`src/rtl/muldiv_pkg.sv`:
```
// Shared opcodes, FSM encoding and op decode for the execute-stage multiply/divide unit.
package muldiv_pkg;

   localparam int unsigned OP_W = 6;

   localparam logic [OP_W-1:0] OP_MULT  = 6'h0e;
   localparam logic [OP_W-1:0] OP_MULTU = 6'h16;
   localparam logic [OP_W-1:0] OP_DIV   = 6'h1a;
   localparam logic [OP_W-1:0] OP_DIVU  = 6'h1b;

   localparam logic [1:0] S_IDLE = 2'd0;
   localparam logic [1:0] S_CALC = 2'd1;
   localparam logic [1:0] S_FIX  = 2'd2;

   function automatic logic is_muldiv_op(input logic [OP_W-1:0] alu_ctr, input logic div_en);
      return (alu_ctr == OP_MULT) || (alu_ctr == OP_MULTU) ||
             (div_en && ((alu_ctr == OP_DIV) || (alu_ctr == OP_DIVU)));
   endfunction

endpackage

```
`src/rtl/twos_abs.sv`:
```
// Conditional two's-complement negate: magnitude extraction and result sign correction.
module twos_abs #(
   parameter int unsigned WIDTH = 32
) (
   input  logic [WIDTH-1:0] in,
   input  logic             neg_en,
   output logic [WIDTH-1:0] out
);

   assign out = neg_en ? (~in + WIDTH'(1)) : in;

endmodule

```
`src/rtl/execute_muldiv.sv`:
```
// Multicycle multiply/divide unit: shift-add multiply and restoring divide on magnitudes,
// one sign-fix cycle, results held in hi/lo.
module execute_muldiv
   import muldiv_pkg::*;
#(
   parameter int unsigned WIDTH  = 32,
   parameter bit          DIV_EN = 1'b1
) (
   input  logic             clk,
   input  logic             reset,
   input  logic             start,
   input  logic [5:0]       ALU_ctr,
   input  logic [WIDTH-1:0] busA,
   input  logic [WIDTH-1:0] busB,
   output logic             busy,
   output logic             done,
   output logic             div_by_zero,
   output logic [WIDTH-1:0] hi,
   output logic [WIDTH-1:0] lo
);

   localparam int unsigned CW = $clog2(WIDTH + 1);

   logic [1:0]         state, state_next;
   logic [CW-1:0]      count;
   logic               is_div, zero_div, neg_lo, neg_hi;
   logic [WIDTH-1:0]   mcand;
   logic [2*WIDTH-1:0] acc;

   logic               accept_c, signed_op_c, div_op_c, sign_a_c, sign_b_c, b_zero_c;
   logic [WIDTH-1:0]   abs_a_c, abs_b_c, hi_in_c, hi_fix_c, lo_fix_c;
   logic [WIDTH:0]     mul_sum_c, div_rem_c, div_diff_c;
   logic [2*WIDTH-1:0] step_c;

   // Issue decode: signs are only meaningful for the signed opcodes.
   assign signed_op_c = (ALU_ctr == OP_MULT) || (ALU_ctr == OP_DIV);
   assign div_op_c    = (ALU_ctr == OP_DIV) || (ALU_ctr == OP_DIVU);
   assign sign_a_c    = signed_op_c && busA[WIDTH-1];
   assign sign_b_c    = signed_op_c && busB[WIDTH-1];
   assign b_zero_c    = (busB == '0);
   assign accept_c    = (state == S_IDLE) && start && is_muldiv_op(ALU_ctr, DIV_EN);

   twos_abs #(.WIDTH(WIDTH)) u_abs_a (.in(busA), .neg_en(sign_a_c), .out(abs_a_c));
   twos_abs #(.WIDTH(WIDTH)) u_abs_b (.in(busB), .neg_en(sign_b_c), .out(abs_b_c));

   always_ff @(posedge clk or posedge reset) begin
      if (reset) state <= S_IDLE;
      else       state <= state_next;
   end

   always_comb begin
      state_next = state;
      case (state)
         S_IDLE:  if (accept_c) state_next = S_CALC;
         S_CALC:  if (count == CW'(WIDTH - 1)) state_next = S_FIX;
         S_FIX:   state_next = S_IDLE;
         default: state_next = S_IDLE;
      endcase
   end

   // One iteration: add-and-shift-right for multiply, shift-left-and-trial-subtract for divide.
   always_comb begin
      mul_sum_c  = {1'b0, acc[2*WIDTH-1:WIDTH]} + (acc[0] ? {1'b0, mcand} : '0);
      div_rem_c  = {acc[2*WIDTH-1:WIDTH], acc[WIDTH-1]};
      div_diff_c = div_rem_c - {1'b0, mcand};
      if (is_div)
         step_c = div_diff_c[WIDTH] ? {div_rem_c[WIDTH-1:0], acc[WIDTH-2:0], 1'b0}
                                    : {div_diff_c[WIDTH-1:0], acc[WIDTH-2:0], 1'b1};
      else
         step_c = {mul_sum_c, acc[WIDTH-1:1]};
   end

   // Negating a 2W product: hi becomes ~hi unless lo is zero, i.e. -(hi+1) when lo != 0.
   assign hi_in_c = acc[2*WIDTH-1:WIDTH] + WIDTH'(!is_div && neg_lo && (|acc[WIDTH-1:0]));

   twos_abs #(.WIDTH(WIDTH)) u_fix_hi (.in(hi_in_c), .neg_en(neg_hi), .out(hi_fix_c));
   twos_abs #(.WIDTH(WIDTH)) u_fix_lo (.in(acc[WIDTH-1:0]), .neg_en(neg_lo), .out(lo_fix_c));

   always_ff @(posedge clk or posedge reset) begin
      if (reset) begin
         busy        <= 1'b0;
         done        <= 1'b0;
         div_by_zero <= 1'b0;
         hi          <= '0;
         lo          <= '0;
         count       <= '0;
         is_div      <= 1'b0;
         zero_div    <= 1'b0;
         neg_lo      <= 1'b0;
         neg_hi      <= 1'b0;
         mcand       <= '0;
         acc         <= '0;
      end else begin
         done <= 1'b0;
         busy <= (state_next != S_IDLE);
         case (state)
            S_IDLE: if (accept_c) begin
               count    <= '0;
               is_div   <= div_op_c;
               zero_div <= div_op_c && b_zero_c;
               // A zero divisor leaves the all-ones quotient uncorrected.
               neg_lo   <= (sign_a_c ^ sign_b_c) && !(div_op_c && b_zero_c);
               neg_hi   <= div_op_c ? sign_a_c : (sign_a_c ^ sign_b_c);
               mcand    <= div_op_c ? abs_b_c : abs_a_c;
               acc      <= {WIDTH'(0), (div_op_c ? abs_a_c : abs_b_c)};
            end
            S_CALC: begin
               acc   <= step_c;
               count <= count + CW'(1);
            end
            S_FIX: begin
               hi          <= hi_fix_c;
               lo          <= lo_fix_c;
               div_by_zero <= zero_div;
               done        <= 1'b1;
            end
            default: ;
         endcase
      end
   end

endmodule

```
`config.mk`:
```
export PLATFORM = sky130hd
export DESIGN_NAME = execute_muldiv
export DESIGN_NICKNAME = d
export VERILOG_FILES = /design/src/rtl/muldiv_pkg.sv /design/src/rtl/twos_abs.sv /design/src/rtl/execute_muldiv.sv
export SDC_FILE = /design/constraint.sdc
export NUM_CORES = 1
export LEC_CHECK = 0
export ABC_AREA = 1
export BUFFER_PORTS_ARGS = -buffer_cell sky130_fd_sc_hd__buf_4
export CAP_MARGIN = 20
export CORE_ASPECT_RATIO = 0.7
export CORE_MARGIN = 5
export CORE_UTILIZATION = 41
export DETAILED_ROUTE_END_ITERATION = 10
export HOLD_SLACK_MARGIN = 0.02
export PLACE_DENSITY = 0.68
export SLEW_MARGIN = 40
export SYNTH_ARGS = -nofsm -noshare
export SYNTH_HDL_FRONTEND = slang
export SYNTH_SLANG_ARGS = --single-unit
```
`constraint.sdc`:
```
create_clock -name clk -period 7.15 [get_ports clk]
set_input_delay 1.0725 -clock clk [delete_from_list [all_inputs] [get_ports clk]]
set_output_delay 1.0725 -clock clk [all_outputs]
set_load 0.01 [all_outputs]
```
==> impl_metrics.json <==
{
  "drt_first_pass_iters": 6,
  "first_iter_violations": 1985,
  "vias_per_cell": 5.45,
  "boundaryPins": 140,
  "fin_worst_skew_ps": 17.7,
  "grt_pass1_vias": 17600,
  "dieWidth_um": 254,
  "maxCapViolCount": 0,
  "drc_errors": 0,
  "pwr-share-clk_pct": 15.3,
  "cp.required_ps": 7500,
  "p_leak_nw": 10.0,
  "diodes": 0,
  "drive_gt1_share_pct": 8.41,
  "cts_setup_buffers": 0,
  "synth_edf_count": 0,
  "rsz0062_at_grt": "no",
  "ys_ff_latch": 175,
  "overflow": 0,
  "cts_tree": "yes",
  "grt_pass1_wl_mm": 97.3,
  "drv_slew": 0,
  "seqPwrFrac_pct": 24.1,
  "synth_nets": 2997,
  "wl_mm": 61.7,
  "setup_slack_ps": 2830,
  "syn_avg_cell_area_um2": 6.01,
  "synth_area_mm2": 0.0171,
  "outcome": "finished clean",
  "grt_use_total_pct": 26.4,
  "hold_ws_ps": 487,
  "fillers": 4370,
  "clkSlewWorstSetupHoldPaths_ps": 80,
  "cp-end-kind": "flop",
  "ant_nets": 0,
  "pre_cts_ws_ps": 2710,
  "design_area_mm2": 0.0193,
  "antenna_found_initial": 0,
  "initial_utilization_pct": 41.6,
  "crit_type": "flop to flop",
  "route.vias.total": 19000,
  "grt_max_degree": 100,
  "routabilityCongestion": 1.00,
  "cts.htree.levels": 4,
  "core_area_mm2": 0.0412,
  "final_nets": 3082,
  "worstSetupStartpointType": "flop",
  "p_int_mw": 3.04,
  "period_share_pct": 60.4,
  "clock-root-buffer": "clkbuf_16",
  "setup_viol": 0,
  "ctsResizeCount": 0,
  "period_minus_slack_ps": 4320,
  "dp_hpwl_mm": 49.3,
  "worstMarginPinSlew_ps": 794,
  "finalSetupTns_ps": 0,
  "synth.distinct_cells": 50,
  "yosysTopAreaCell": "dfrtp_1",
  "clockBufferDepth": 2,
  "die_y_um": 181,
  "die_area_mm2": 0.0460,
  "wire_per_inst_um": 17.7,
  "synth_ff_type": "dfrtp_1",
  "critPathMaxFanout": 5,
  "hold_viol": 0,
  "p_per_area_mw_per_mm2": 349,
  "synth_most_common_cell": "nand2_1",
  "port_buffers": 139,
  "place_area_mm2": 0.0186,
  "syn_inst": 2851,
  "synth_area_leaders": "dfrtp_1 (26%), nand2_1 (19%), inv_1 (8.1%)",
  "worstSkewPairLatency_ps": 470,
  "switching_power_mw": 3.69,
  "seq_area_frac_synth_pct": 25.6,
  "cts_sinks": 175,
  "synth-async-reset-ratio_pct": 100,
  "ir_drop_uv": 236,
  "arrival_ps": 4670,
  "power_switching_share_pct": 54.9,
  "synth_top_area_share_pct": 25.6,
  "relSlewSlack_pct": 47.0,
  "synth_commonest_cells": "nand2_1 (864), inv_1 (369), nor2_1 (343)",
  "syn_to_final_growth_pct": 12.6,
  "fmax_mhz": 232,
  "row_count": 62,
  "hold_path_class": "flop to flop",
  "pwr-share-comb_pct": 60.6,
  "cts-buffers-inserted": 17,
  "yosys_warnings": 0,
  "cts_hold_buf": 0
}
[state kept, by name, indices dropped and copies added (netlist names)]
signal	cells
state	2
busy	1
div_by_zero	1
zero_div	1
lo	32
neg_hi	1
mcand	32
done	1
acc	64
count	6
hi	32
is_div	1
neg_lo	1
[routing by layer]
| metal | global-route usage, % | vias to the layer above | share of wire [%] |
|---|---|---|---|
| met5 | 0 | - | 0 |
| met2 | 39.3 | 777 | 42 |
| met4 | 7.90 | 0 | 3.0 |
| met3 | 3.22 | 93 | 7.8 |
| li1 | - | 9345 | - |
| met1 | 40.0 | 8828 | 47 |
[layout make-up]
class	instances	area, µm²	share of cell area (%)
multi-input cells	2211	11000	57.0
flip-flops and latches	175	4380	22.7
inverters	378	1430	7.39
repair buffers	153	1160	5.99
well taps	544	681	3.53
clock buffers	17	425	2.20
clock inverters	15	228	1.18
[metrics by stage]
step	power (mW)	util, %	instances
floorplan	4.43	-	2851
global route	7.33	46.8	3493
global placement	5.56	45.2	3461
detailed placement	5.60	45.2	3461
finish	6.73	46.8	3493
CTS	6.66	46.8	3493
[worst max-delay path, cell delays in order (launching register included)]
cell	delay (ps)
dfrtp_1	390
inv_1	130
ha_1	200
nand3_1	110
nor2_1	240
nand3_1	170
nor3b_1	370
nand2_1	190
nor2_1	180
a211oi_1	110
ha_1	250
ha_1	290
inv_1	70
ha_1	150
inv_1	40
nor2_1	90
nand3_1	90
nor2_1	150
nand2_1	90
nor2_2	130
nand2_1	110
nor2_1	180
nand2_1	130
nand2_1	120
nand3_1	80
nand3_1	90
nand2_1	50
[power by group through the flow]
stage                     combinational (mW)  sequential (mW)  clock [mW]
after floorplan                         2.99             1.44           0
after global placement                  3.93             1.63           0
after detailed placement                3.97             1.63           0
after CTS                               4.00             1.62        1.04
after global routing                    4.59             1.66        1.08
final                                   4.08             1.63        1.03
[logic make-up (layout without fill, tap and decap cells)]
logic type | count (synthesis) | after routing | synth area share [%]
xor+xnor | 106 | 106 | 5.42
buf+inv | 465 | 563 | 10.4
flops | 175 | 175 | 25.6
compound gates | 434 | 434 | 14.2
fa+ha+maj | 73 | 73 | 5.42
simple gates | 1598 | 1598 | 39.1
[cell usage in the layout, fill, tap and decap left out, types with 3 or more instances in the layout]
| cell | count |
|---|---|
| nand2_1 | 864 |
| nor2_1 | 340 |
| o221ai_1 | 23 |
| nor2_2 | 14 |
| nand2_2 | 15 |
| o21bai_1 | 10 |
| o21ai_1 | 15 |
| a21o_1 | 6 |
| buf_4 | 151 |
| nand4_1 | 24 |
| o22ai_1 | 3 |
| inv_1 | 366 |
| o21ai_0 | 169 |
| o211ai_1 | 13 |
| xor2_1 | 85 |
| a22oi_1 | 17 |
| clkinv_8 | 7 |
| a31oi_1 | 14 |
| inv_8 | 4 |
| nand3_1 | 260 |
| or2_2 | 11 |
| a21oi_1 | 152 |
| clkinv_1 | 4 |
| inv_2 | 7 |
| xnor2_1 | 21 |
| ha_1 | 71 |
| o21a_1 | 3 |
| nor4_1 | 7 |
| nor3_1 | 28 |
| clkbuf_16 | 17 |
| nor2_4 | 7 |
| dfrtp_1 | 173 |
| a21boi_0 | 4 |
| nand3b_1 | 15 |
[path summary, 6_finish.rpt]
kind	endpoint	slack, ps	from	cells after the start
max	hi[30]	2830	acc[1]	26
max in group asynchronous	acc[62]	5360	reset	3
min reg2reg	hi[25]	490	hi[25]	2
min	hi[25]	490	hi[25]	2
max reg2reg	hi[30]	2830	acc[1]	26
min in group asynchronous	lo[17]	660	reset	2
(Power assumes the default switching activity.)
